`config.mk`:
```
export PLATFORM = sky130hd
export DESIGN_NAME = video_timing_gen
export DESIGN_NICKNAME = d
export VERILOG_FILES = /design/src/rtl/video_timing_gen.sv
export SDC_FILE = /design/constraint.sdc
export NUM_CORES = 1
export LEC_CHECK = 0
export ABC_CLOCK_PERIOD_IN_PS = 3000
export BUFFER_PORTS_ARGS = -buffer_cell sky130_fd_sc_hd__buf_2
export CORE_MARGIN = 2
export CORE_UTILIZATION = 40
export CTS_BUF_LIST = sky130_fd_sc_hd__clkbuf_2 sky130_fd_sc_hd__clkbuf_4 sky130_fd_sc_hd__clkbuf_8
export CTS_CLUSTER_SIZE = 24
export DETAILED_ROUTE_END_ITERATION = 8
export PLACE_DENSITY = 0.72
export SLEW_MARGIN = 20
export SYNTH_ARGS = -nofsm -noshare
export SYNTH_HDL_FRONTEND = slang
export SYNTH_SLANG_ARGS = --single-unit
```
`constraint.sdc`:
```
create_clock -name video_clk_pix -period 3 [get_ports video_clk_pix]
set_clock_uncertainty 0.05 [all_clocks]
set_input_delay 0.15 -clock video_clk_pix [delete_from_list [all_inputs] [get_ports video_clk_pix]]
set_output_delay 0.15 -clock video_clk_pix [all_outputs]
set_load 0.02 [all_outputs]
```
`src/rtl/video_timing_gen.sv`:
```
// Raster timing generator: signed pixel coordinates (blanking is negative),
// sync, data-enable and line/frame start strobes.
// Optional frame counter output enabled by defining VIDEO_TIMING_FRAME_CNT_EN.
module video_timing_gen #(
   parameter int   COORDSPC = 16,
   parameter int   H_RES    = 640,
   parameter int   H_FP     = 16,
   parameter int   H_SYNC   = 96,
   parameter int   H_BP     = 48,
   parameter int   V_RES    = 480,
   parameter int   V_FP     = 10,
   parameter int   V_SYNC   = 2,
   parameter int   V_BP     = 33,
   parameter logic H_POL    = 1'b0,
   parameter logic V_POL    = 1'b0
) (
   input  logic                       video_clk_pix,
   input  logic                       video_rst_pix,
   output logic signed [COORDSPC-1:0] sx,
   output logic signed [COORDSPC-1:0] sy,
   output logic                       hsync,
   output logic                       vsync,
   output logic                       video_enable,
   output logic                       line_start,
   output logic                       frame_start
`ifdef VIDEO_TIMING_FRAME_CNT_EN
   ,
   output logic [15:0]                frame_count
`endif
);

   localparam int H_STA = -(H_FP + H_SYNC + H_BP);
   localparam int H_END = H_RES - 1;
   localparam int V_STA = -(V_FP + V_SYNC + V_BP);
   localparam int V_END = V_RES - 1;

   localparam int C_MIN = -(2 ** (COORDSPC - 1));
   localparam int C_MAX = (2 ** (COORDSPC - 1)) - 1;

   if (H_STA < C_MIN || V_STA < C_MIN || H_END > C_MAX || V_END > C_MAX) begin : g_range_err
      $fatal(1, "video_timing_gen: COORDSPC too narrow for raster coordinates");
   end

   localparam logic signed [COORDSPC-1:0] H_STA_C = COORDSPC'(H_STA);
   localparam logic signed [COORDSPC-1:0] H_END_C = COORDSPC'(H_END);
   localparam logic signed [COORDSPC-1:0] V_STA_C = COORDSPC'(V_STA);
   localparam logic signed [COORDSPC-1:0] V_END_C = COORDSPC'(V_END);
   localparam logic signed [COORDSPC-1:0] HS_BEG_C = COORDSPC'(H_STA + H_FP);
   localparam logic signed [COORDSPC-1:0] HS_END_C = COORDSPC'(H_STA + H_FP + H_SYNC - 1);
   localparam logic signed [COORDSPC-1:0] VS_BEG_C = COORDSPC'(V_STA + V_FP);
   localparam logic signed [COORDSPC-1:0] VS_END_C = COORDSPC'(V_STA + V_FP + V_SYNC - 1);
   localparam logic signed [COORDSPC-1:0] ONE_C    = COORDSPC'(1);

   logic signed [COORDSPC-1:0] sx_nxt;
   logic signed [COORDSPC-1:0] sy_nxt;
   logic                       line_end;
   logic                       hs_win;
   logic                       vs_win;
   logic                       en_nxt;
   logic                       ls_nxt;
   logic                       fs_nxt;

   // Next raster position plus every output decoded from it, so the registered
   // outputs always describe the same (sx,sy) as the counters.
   always_comb begin
      line_end = (sx == H_END_C);
      sx_nxt   = line_end ? H_STA_C : sx + ONE_C;
      sy_nxt   = sy;
      if (line_end) begin
         sy_nxt = (sy == V_END_C) ? V_STA_C : sy + ONE_C;
      end
      hs_win = (sx_nxt >= HS_BEG_C) && (sx_nxt <= HS_END_C);
      vs_win = (sy_nxt >= VS_BEG_C) && (sy_nxt <= VS_END_C);
      en_nxt = !sx_nxt[COORDSPC-1] && !sy_nxt[COORDSPC-1];
      ls_nxt = (sx_nxt == H_STA_C);
      fs_nxt = ls_nxt && (sy_nxt == V_STA_C);
   end

   // Counters and registered outputs; reset parks at the last pixel so the
   // first clock out of reset lands on a clean frame start.
   always_ff @(posedge video_clk_pix) begin
      if (video_rst_pix) begin
         sx           <= H_END_C;
         sy           <= V_END_C;
         hsync        <= !H_POL;
         vsync        <= !V_POL;
         video_enable <= 1'b0;
         line_start   <= 1'b0;
         frame_start  <= 1'b0;
      end else begin
         sx           <= sx_nxt;
         sy           <= sy_nxt;
         hsync        <= hs_win ? H_POL : !H_POL;
         vsync        <= vs_win ? V_POL : !V_POL;
         video_enable <= en_nxt;
         line_start   <= ls_nxt;
         frame_start  <= fs_nxt;
      end
   end

`ifdef VIDEO_TIMING_FRAME_CNT_EN
   // Frame counter updates with the frame_start pulse; 0xFFFF reset makes the
   // first frame read 0.
   always_ff @(posedge video_clk_pix) begin
      if (video_rst_pix) begin
         frame_count <= 16'hFFFF;
      end else if (fs_nxt) begin
         frame_count <= frame_count + 16'd1;
      end
   end
`endif

endmodule
```
==> results, run 1 <==
- Sequential cells were found to cover a little over a third of the synthesized design area.
- The initial antenna violation count was 0.
- The worst hold path terminates at sx[7].
- The synthesized net count is between 200 and 300.
- The warning count from the yosys run is 0.
- The first global-routing pass estimated approximately 9.9 mm of wire.
- The post-detailed-placement half-perimeter wirelength is a little over 4 mm.
- Clock tree synthesis inserted a total of 5 buffers.
- After synthesis the netlist holds a flip-flop and latch count of 37.
- The count of TritonRoute iterations in the first routing pass is 5.
- STA puts the critical path data arrival time at between 2000 and 3000 ps.
- The final count of negative-setup-slack endpoints is 0.
- The number of global-route vias before repair is roughly 2,200.
- The maximum number of pins on one net before global-route repair is 37.
- The count of pins over their slew limit is 0.
- For flop-to-flop paths, the worst setup slack is 280 ps.
- From synthesis to final layout, the design area changed by 18.8%.
- The number of clock sinks seen by CTS is 37.
- The clock passes through at most 2 buffers.
- In this run the most critical hold path is launched from video_rst_pix.
- IR analysis of the VDD net gives a maximum drop of 0.000684 V.
- The number of levels the H-tree was split into is 2.
- The die span in y is 77.0 um.
- The proportion of register bits with asynchronous set or reset after synthesis is 0%.
- The number of nets in the final layout is between 300 and 400.
- The worst path needs ~2700 ps of the cycle, external delays included.
- The signal on the critical path passes through or4_1 > or4_1 > buf_4 > or3_4 > a2111oi_2 > nand4b_1.
- Routability-driven placement finished with a final weighted congestion of 0.925.
- The transition at the pin with the smallest max-transition slack is 606 ps.
- The run finished with clean final reports.
- The kind of start point of the critical path is a flop.
- The effective utilization at floorplan is roughly two fifths.
- The path class of the lowest-slack min-delay path is input port to flop.
- Dividing the detail-routed wire length by the instance count gives approximately 15 um.
- The x dimension of the die is 77.0 um.
- After detailed routing, the number of vias per cell comes to roughly 5.8.
- The synthesized instance count is roughly 270.
- In the routed design, unresolved DRC markers number 0.
- The maximum fanout along the worst path is 15.
- On the critical path, the stage with the largest delay is an instance of sky130_fd_sc_hd__or4_1.
- Clock-pin slew was measured on the worst setup and hold paths at 80 ps.
- The most numerous cell type found on the critical path is sky130_fd_sc_hd__or4_1.
- The terminus of the critical flop-to-flop path is vsync.
- After floorplanning, the core was divided into 26 placement rows.
- The total congestion overflow is 0.
- The number of violations of the max-capacitance limit is 0.
- Dividing the synthesized area by the synthesized cell count gives between 7 and 8 um2.
- The die area is a little under 6000 um2.
- Detailed routing inserted a total of 2,201 vias.
- In this run the cell area of the synthesized design comes to ~2100 um2.
- The leakage power total is around 1.0 nW.
- In this run the count of I/O pins placed on the die edge is 39.
- The maximum operating frequency is approximately 0.37 GHz.
- After detailed routing, the total wire length is between 5 and 6 mm.
- For the worst-skew pair, the clock arrives at the later sink with an insertion delay of roughly 300 ps.
- Yosys mapped a number of flops with a built-in enable equal to 0.
- The post-cts repair resize count is 0.
- The number of I/O port buffers is 38.
- CTS placed an instance of sky130_fd_sc_hd__clkbuf_8 at the clock tree root.
- Headroom to the max-slew limit came out at 59.6%.
- The filler cells instantiated in the layout total approximately 520.
- The largest stage delay on the critical path is 570 ps.
- After clock tree synthesis, the flow added hold-fix buffers numbering 0.
- The worst hold path passes through 2 cells.
- The count of cells in the finished layout, fillers not included, comes to between 300 and 400.
- The final number of hold-violating endpoints is 0.
- The count of nets left with antenna violations once routing finished came out at 0.
- In this run the post-CTS setup repair buffer count came out at 0.
- The number of placed instances with taps included is 372.
- The setup path with the least slack is of type flop to flop.
- The repair_antennas step left the layout with diodes totalling 0.
- After the first detailed-routing iteration, the DRC count stood at 140.
- The overall track demand over capacity in global routing is 20.5%.
- In the synthesized netlist the dominant register cell turns out to be sky130_fd_sc_hd__dfxtp_1.
- The clock tree from TritonCTS is yes.
- Cells with a size suffix above 1 make up a little under a quarter of the layout.
- The number of cells on the worst reg-to-reg path is 6.
- The number of different library cells used by synthesis comes to 58.
- In the final timing run, aggregate negative setup slack is 0 ps.
- The share of the clock period used by the worst path after layout is ~90%.
- The total power after layout is approximately 3.5 mW.
- In this run the critical register-to-register path is launched from sy[12].
- After floorplanning, the core was sized to cover 5140 um2.
- The nature of the critical path endpoint is a flop.
- For the worst setup path, the data required time is around 3100 ps.
- Setup repair after global routing left no endpoint under its margin.
- The power per cell area is about 1400 nW/um2.
[cell usage after synthesis (3+ instances only)]
library cell               instances  area [um2]
sky130_fd_sc_hd__o21bai_1          3        22.5
sky130_fd_sc_hd__xor2_1            6        52.6
sky130_fd_sc_hd__o31ai_1           3        22.5
sky130_fd_sc_hd__xnor2_1           5        43.8
sky130_fd_sc_hd__dfxtp_1          37         741
sky130_fd_sc_hd__nand2_1          30         113
sky130_fd_sc_hd__or4_1             5        37.5
sky130_fd_sc_hd__and2_1            3        18.8
sky130_fd_sc_hd__nor3_1            8        40.0
sky130_fd_sc_hd__a21oi_1          22         110
sky130_fd_sc_hd__inv_1             3        11.3
sky130_fd_sc_hd__nor2_1           21        78.8
sky130_fd_sc_hd__buf_2             3        15.0
sky130_fd_sc_hd__and3_1            5        31.3
sky130_fd_sc_hd__nand4_1          10        62.6
sky130_fd_sc_hd__and4_1            3        26.3
sky130_fd_sc_hd__a211oi_1          3        22.5
sky130_fd_sc_hd__ha_1              3        37.5
sky130_fd_sc_hd__a31oi_1           4        25.0
sky130_fd_sc_hd__nand2b_1          6        37.5
sky130_fd_sc_hd__nor4_1            3        18.8
sky130_fd_sc_hd__o21ai_0          12        60.1
sky130_fd_sc_hd__or2_2             7        43.8
sky130_fd_sc_hd__nand3_1          17        85.1
sky130_fd_sc_hd__clkbuf_1         10        37.5
[report_power, final]
| group | internal (mW) | total, mW | switching, mW |
|---|---|---|---|
| sequential | 0.635 | 0.833 | 0.198 |
| clock | 0.270 | 0.465 | 0.194 |
| combinational | 0.839 | 2.20 | 1.36 |
[how the worst max path moves through the flow]
stage	start	endpoint	slack, ps	cells past startpoint
5_1_grt	sy[12]	frame_start	90	8
6_report	sy[12]	vsync	280	6
4_1_cts	sy[12]	vsync	280	6
2_1_floorplan	sy[0]	vsync	260	8
3_3_place_gp	sy[12]	vsync	410	6
3_5_place_dp	sy[12]	vsync	290	6
[placed cells by master, fill, tap and decap left out, types with 4 or more instances in the layout]
| cell type | instances |
|---|---|
| sky130_fd_sc_hd__nor2_1 | 21 |
| sky130_fd_sc_hd__xor2_1 | 6 |
| sky130_fd_sc_hd__or4_1 | 5 |
| sky130_fd_sc_hd__buf_2 | 38 |
| sky130_fd_sc_hd__nand2_1 | 30 |
| sky130_fd_sc_hd__clkbuf_8 | 6 |
| sky130_fd_sc_hd__nor3_1 | 8 |
| sky130_fd_sc_hd__or2_2 | 7 |
| sky130_fd_sc_hd__and3_1 | 5 |
| sky130_fd_sc_hd__nand4_1 | 10 |
| sky130_fd_sc_hd__nand3_1 | 17 |
| sky130_fd_sc_hd__a21oi_1 | 22 |
| sky130_fd_sc_hd__a31oi_1 | 4 |
| sky130_fd_sc_hd__xnor2_1 | 5 |
| sky130_fd_sc_hd__dfxtp_1 | 37 |
| sky130_fd_sc_hd__buf_4 | 9 |
| sky130_fd_sc_hd__nand2b_1 | 6 |
| sky130_fd_sc_hd__o21ai_0 | 12 |
[logic make-up after synthesis]
| logic type | count (synthesis) | share of synthesized area, % |
|---|---|---|
| AND/OR/NAND/NOR | 138 | 36.5 |
| flip-flops | 37 | 34.7 |
| XOR/XNOR | 11 | 4.52 |
| multiplexers | 2 | 0.997 |
| AO/OA/AOI/OAI | 61 | 18.0 |
| buffers and inverters | 17 | 3.52 |
| adder cells (fa/ha/maj) | 3 | 1.76 |
[sequential cells by signal (all words and copies together), names as in the netlist]
signal        flops
frame_start       1
sy               16
line_start        1
hsync             1
video_enable      1
sx               16
vsync             1
[through the flow]
stage          hold WS (ps)  utilization (%)  area, um2  setup slack [ps]
2_1_floorplan           400                -       2130               263
3_3_place_gp            466             47.0       2410               411
3_5_place_dp            494             47.0       2410               286
4_1_cts                 289             49.3       2530               278
5_1_grt                 331             49.3       2530              92.4
6_report                296             49.3       2530               282
[layer usage]
metal / vias up / wire length, um / global-route usage (%)
met4: 0 / 128 / 9.29
met2: 108 / 2740 / 33.9
met1: 1005 / 2500 / 25.3
li1: 1071 / - / -
met3: 17 / 446 / 4.59
met5: - / 0 / 0
[final cells by class]
| class | instances | area, um2 | area share [%] |
|---|---|---|---|
| clock buffers | 6 | 82.6 | 3.26 |
| well taps | 70 | 87.6 | 3.46 |
| inverters | 3 | 11.3 | 0.444 |
| multi-input cells | 215 | 1320 | 52.0 |
| clock inverters | 2 | 37.5 | 1.48 |
| repair buffers | 47 | 258 | 10.2 |
| flip-flops and latches | 37 | 741 | 29.2 |
[critical path: cells and delay by family, from the launching register on]
| kind | cells | cell delay [ps] |
|---|---|---|
| compound gates | 1 | 370 |
| simple gates | 4 | 1590 |
| buf+inv | 1 | 220 |
| flops | 1 | 370 |
Power figures use the tool's default switching activity.
==> run 2: changes to the inputs <==
Settings changed: CTS_BUF_LIST sky130_fd_sc_hd__clkbuf_2 sky130_fd_sc_hd__clkbuf_4 sky130_fd_sc_hd__clkbuf_8 to sky130_fd_sc_hd__clkbuf_16, TNS_END_PERCENT set to 10.
==> results, run 2 (synthesis results as in run 1) <==
- The smallest hold slack was 319 ps (+22.7 ps).
- The cell depth of the worst min-delay path is 2 (unchanged).
- The fraction of final layout cells with drive strength greater than 1 is 22.6% (-0.32 points).
- The number of I/O port buffers came to 38 (unchanged).
- The startpoint identified for the worst hold timing path is video_rst_pix.
- The number of buffers inserted to repair setup after CTS is 0 (unchanged).
- The nature of the critical path endpoint is a flop.
- The total wirelength of the detailed-routed design came to 5.82 mm (about the same).
- The overall track demand over capacity in global routing is 20.5% (+0.079 points).
- The global-route wire length before repair came to 9.97 mm (+0.41%).
- The final number of hold-violating endpoints came to 0 (unchanged).
- The total power after layout is 3.62 mW (+3.7%).
- The final count of negative-setup-slack endpoints is 0 (unchanged).
- STA classifies the critical path startpoint as a flop.
- The number of primary I/O pins is 39 (unchanged).
- The post-route cell area was 2580 um2 (+1.8%).
- The leakage power total came to 1.02 nW (+2.0%).
- The violation count after the first detailed-route iteration is 130 (-7.1%).
- The clock transition at the registers of the reported paths was 60 ps (-20 ps).
- Leaving out fill and tap cells, the most frequent cells in the layout are 38 x sky130_fd_sc_hd__buf_2, 37 x sky130_fd_sc_hd__dfxtp_1, 30 x sky130_fd_sc_hd__nand2_1, 22 x sky130_fd_sc_hd__a21oi_1, 21 x sky130_fd_sc_hd__nor2_1.
- The number of buffers inserted by hold repair at cts was 0 (unchanged).
- The area of placed instances came to 2410 um2 (unchanged).
- The count of pins over their slew limit is 0 (unchanged).
- The routed wire length per instance came to 15.3 um (about the same).
- The min-delay analysis places its worst path in the category input port to flop.
- The x dimension of the die is 77.0 um (unchanged).
- The initial antenna violation count is 0 (unchanged).
- In this run the critical register-to-register path is launched from sy[12].
- The via density per instance came to 5.70 (-1.5%).
- The number of inserted diodes is 0 (unchanged).
- CTS placed an instance of sky130_fd_sc_hd__clkbuf_16 at the clock tree root.
- By startpoint and endpoint, the worst setup path is classified as flop to flop.
- The maximum number of pins on one net before global-route repair was 37 (unchanged).
- The fraction of the core area covered by cells at the end of the flow came to 50.2% (+0.90 points).
- The largest registers in the layout are sx (16), sy (16).
- The post-route non-filler standard cell count is 380 (unchanged).
- The post-detailed-placement half-perimeter wirelength is 4.15 mm (unchanged).
- The arrival time of data at the critical path endpoint was 2820 ps (-30 ps).
- The number of nets in the final layout came to 314 (unchanged).
- The area growth from synthesis to layout is 21.0%.
- The total congestion overflow is 0 (unchanged).
- Setup repair after global routing left no endpoint under its margin.
- The accumulated negative setup slack was 0 ps (unchanged).
- The worst hold path terminates at sx[7].
- The post-cts repair resize count is 0 (unchanged).
- The number of levels the H-tree was split into is 2 (unchanged).
- The number of clock sinks seen by CTS is 37 (unchanged).
- The effective utilization at floorplan is 41.5% (unchanged).
- The run finished with clean final reports.
- The setup slack after placement came to 286 ps (unchanged).
- The required time of the critical path came to 3110 ps (-20 ps).
- The placer congestion estimate is 0.925 (unchanged).
- The number of placed instances with taps included is 372 (unchanged).
- The cell row count came to 26 (unchanged).
- TritonCTS built the clock tree.
- The count of nets left with antenna violations after detail routing is 0 (unchanged).
- The minimum period implied by the final worst setup slack is 2710 ps (-7.30 ps).
- The via count came to 2,167 (-1.5%).
- The number of remaining DRC errors was 0 (unchanged).
- The area of the placeable core was 5140 um2 (unchanged).
- The number of buffers created by CTS is 5 (unchanged).
- In this run the critical register-to-register path is captured at vsync.
- The die span in y is 77.0 um (unchanged).
- The power per cell area is 1400 nW/um2 (+1.9%).
- The layout filler cell count was 515 (-1.7%).
- The maximum fanout along the worst path is 15 (unchanged).
- The count of TritonRoute iterations in the first routing pass is 4 (-1).
- The transition at the pin with the smallest max-transition slack is 609 ps (+3.08 ps).
- The minimum setup slack in the final design was 289 ps (+7.29 ps).
- The depth of the worst register-to-register path was 6 (unchanged).
- The number of global-route vias before repair is 2,151 (-0.83%).
- The flop-to-flop setup slack is 290 ps (about the same).
- The clock latency at the later pin of the worst-skew pair is 280 ps (-20 ps).
- The worst ir drop on vdd is 0.000697 V (+2.0%).
- The number of violations of the max-capacitance limit is 0 (unchanged).
- The maximum root-to-sink buffer count is 2 (unchanged).
- The most common library cell in the layout ignoring fill and taps is sky130_fd_sc_hd__buf_2.
- The tightest slew margin relative to the limit is 59.4% (-0.21 points).
- The die area came to 5930 um2 (unchanged).
- The maximum operating frequency is 0.369 GHz (+0.27%).
- The share of the clock period used by the worst path after layout is 90.4% (-0.24 points).
## run 2: layout make-up
| type | instances | area, um2 | area share (%) |
|---|---|---|---|
| Multi-Input combinational cell | 215 | 1320 | 51.0 |
| Sequential cell | 37 | 741 | 28.7 |
| Timing Repair Buffer | 47 | 258 | 9.99 |
| Clock buffer | 5 | 125 | 4.85 |
| Tap cell | 70 | 87.6 | 3.39 |
| Clock inverter | 3 | 41.3 | 1.60 |
| Inverter | 3 | 11.3 | 0.436 |
## run 2: worst max-delay path by stage
stage                 from  slack [ps]  cells after the start          end
CTS                 sy[12]         280                      6        vsync
detailed placement  sy[12]         290                      6        vsync
global route        sy[12]         100                      8  frame_start
global placement    sy[12]         410                      6        vsync
floorplan            sy[0]         260                      8        vsync
finish              sy[12]         290                      6        vsync
## run 2: layer usage
layer  vias up  GRT usage [%]  share of wire (%)
met5         -              0                  0
met4         0           7.68                1.6
met3        11           5.29                5.4
met2        80           34.6                 48
met1      1009           25.2                 45
li1       1067              -                  -
## run 2: power breakdown
group          internal (mW)  total, mW  leakage (nW)  switching [mW]
registers              0.636      0.835         0.302           0.198
clock network          0.389      0.598        0.0775           0.209
logic                  0.839       2.19         0.635            1.35
total                   1.86       3.62          1.02            1.76
## run 2: worst max-delay path, stage by stage (launching register included)
cell and delay [ps]:
sky130_fd_sc_hd__dfxtp_1 360, sky130_fd_sc_hd__or4_1 550, sky130_fd_sc_hd__or4_1 570, sky130_fd_sc_hd__buf_4 210, sky130_fd_sc_hd__or3_4 350, sky130_fd_sc_hd__a2111oi_2 370
sky130_fd_sc_hd__nand4b_1 120
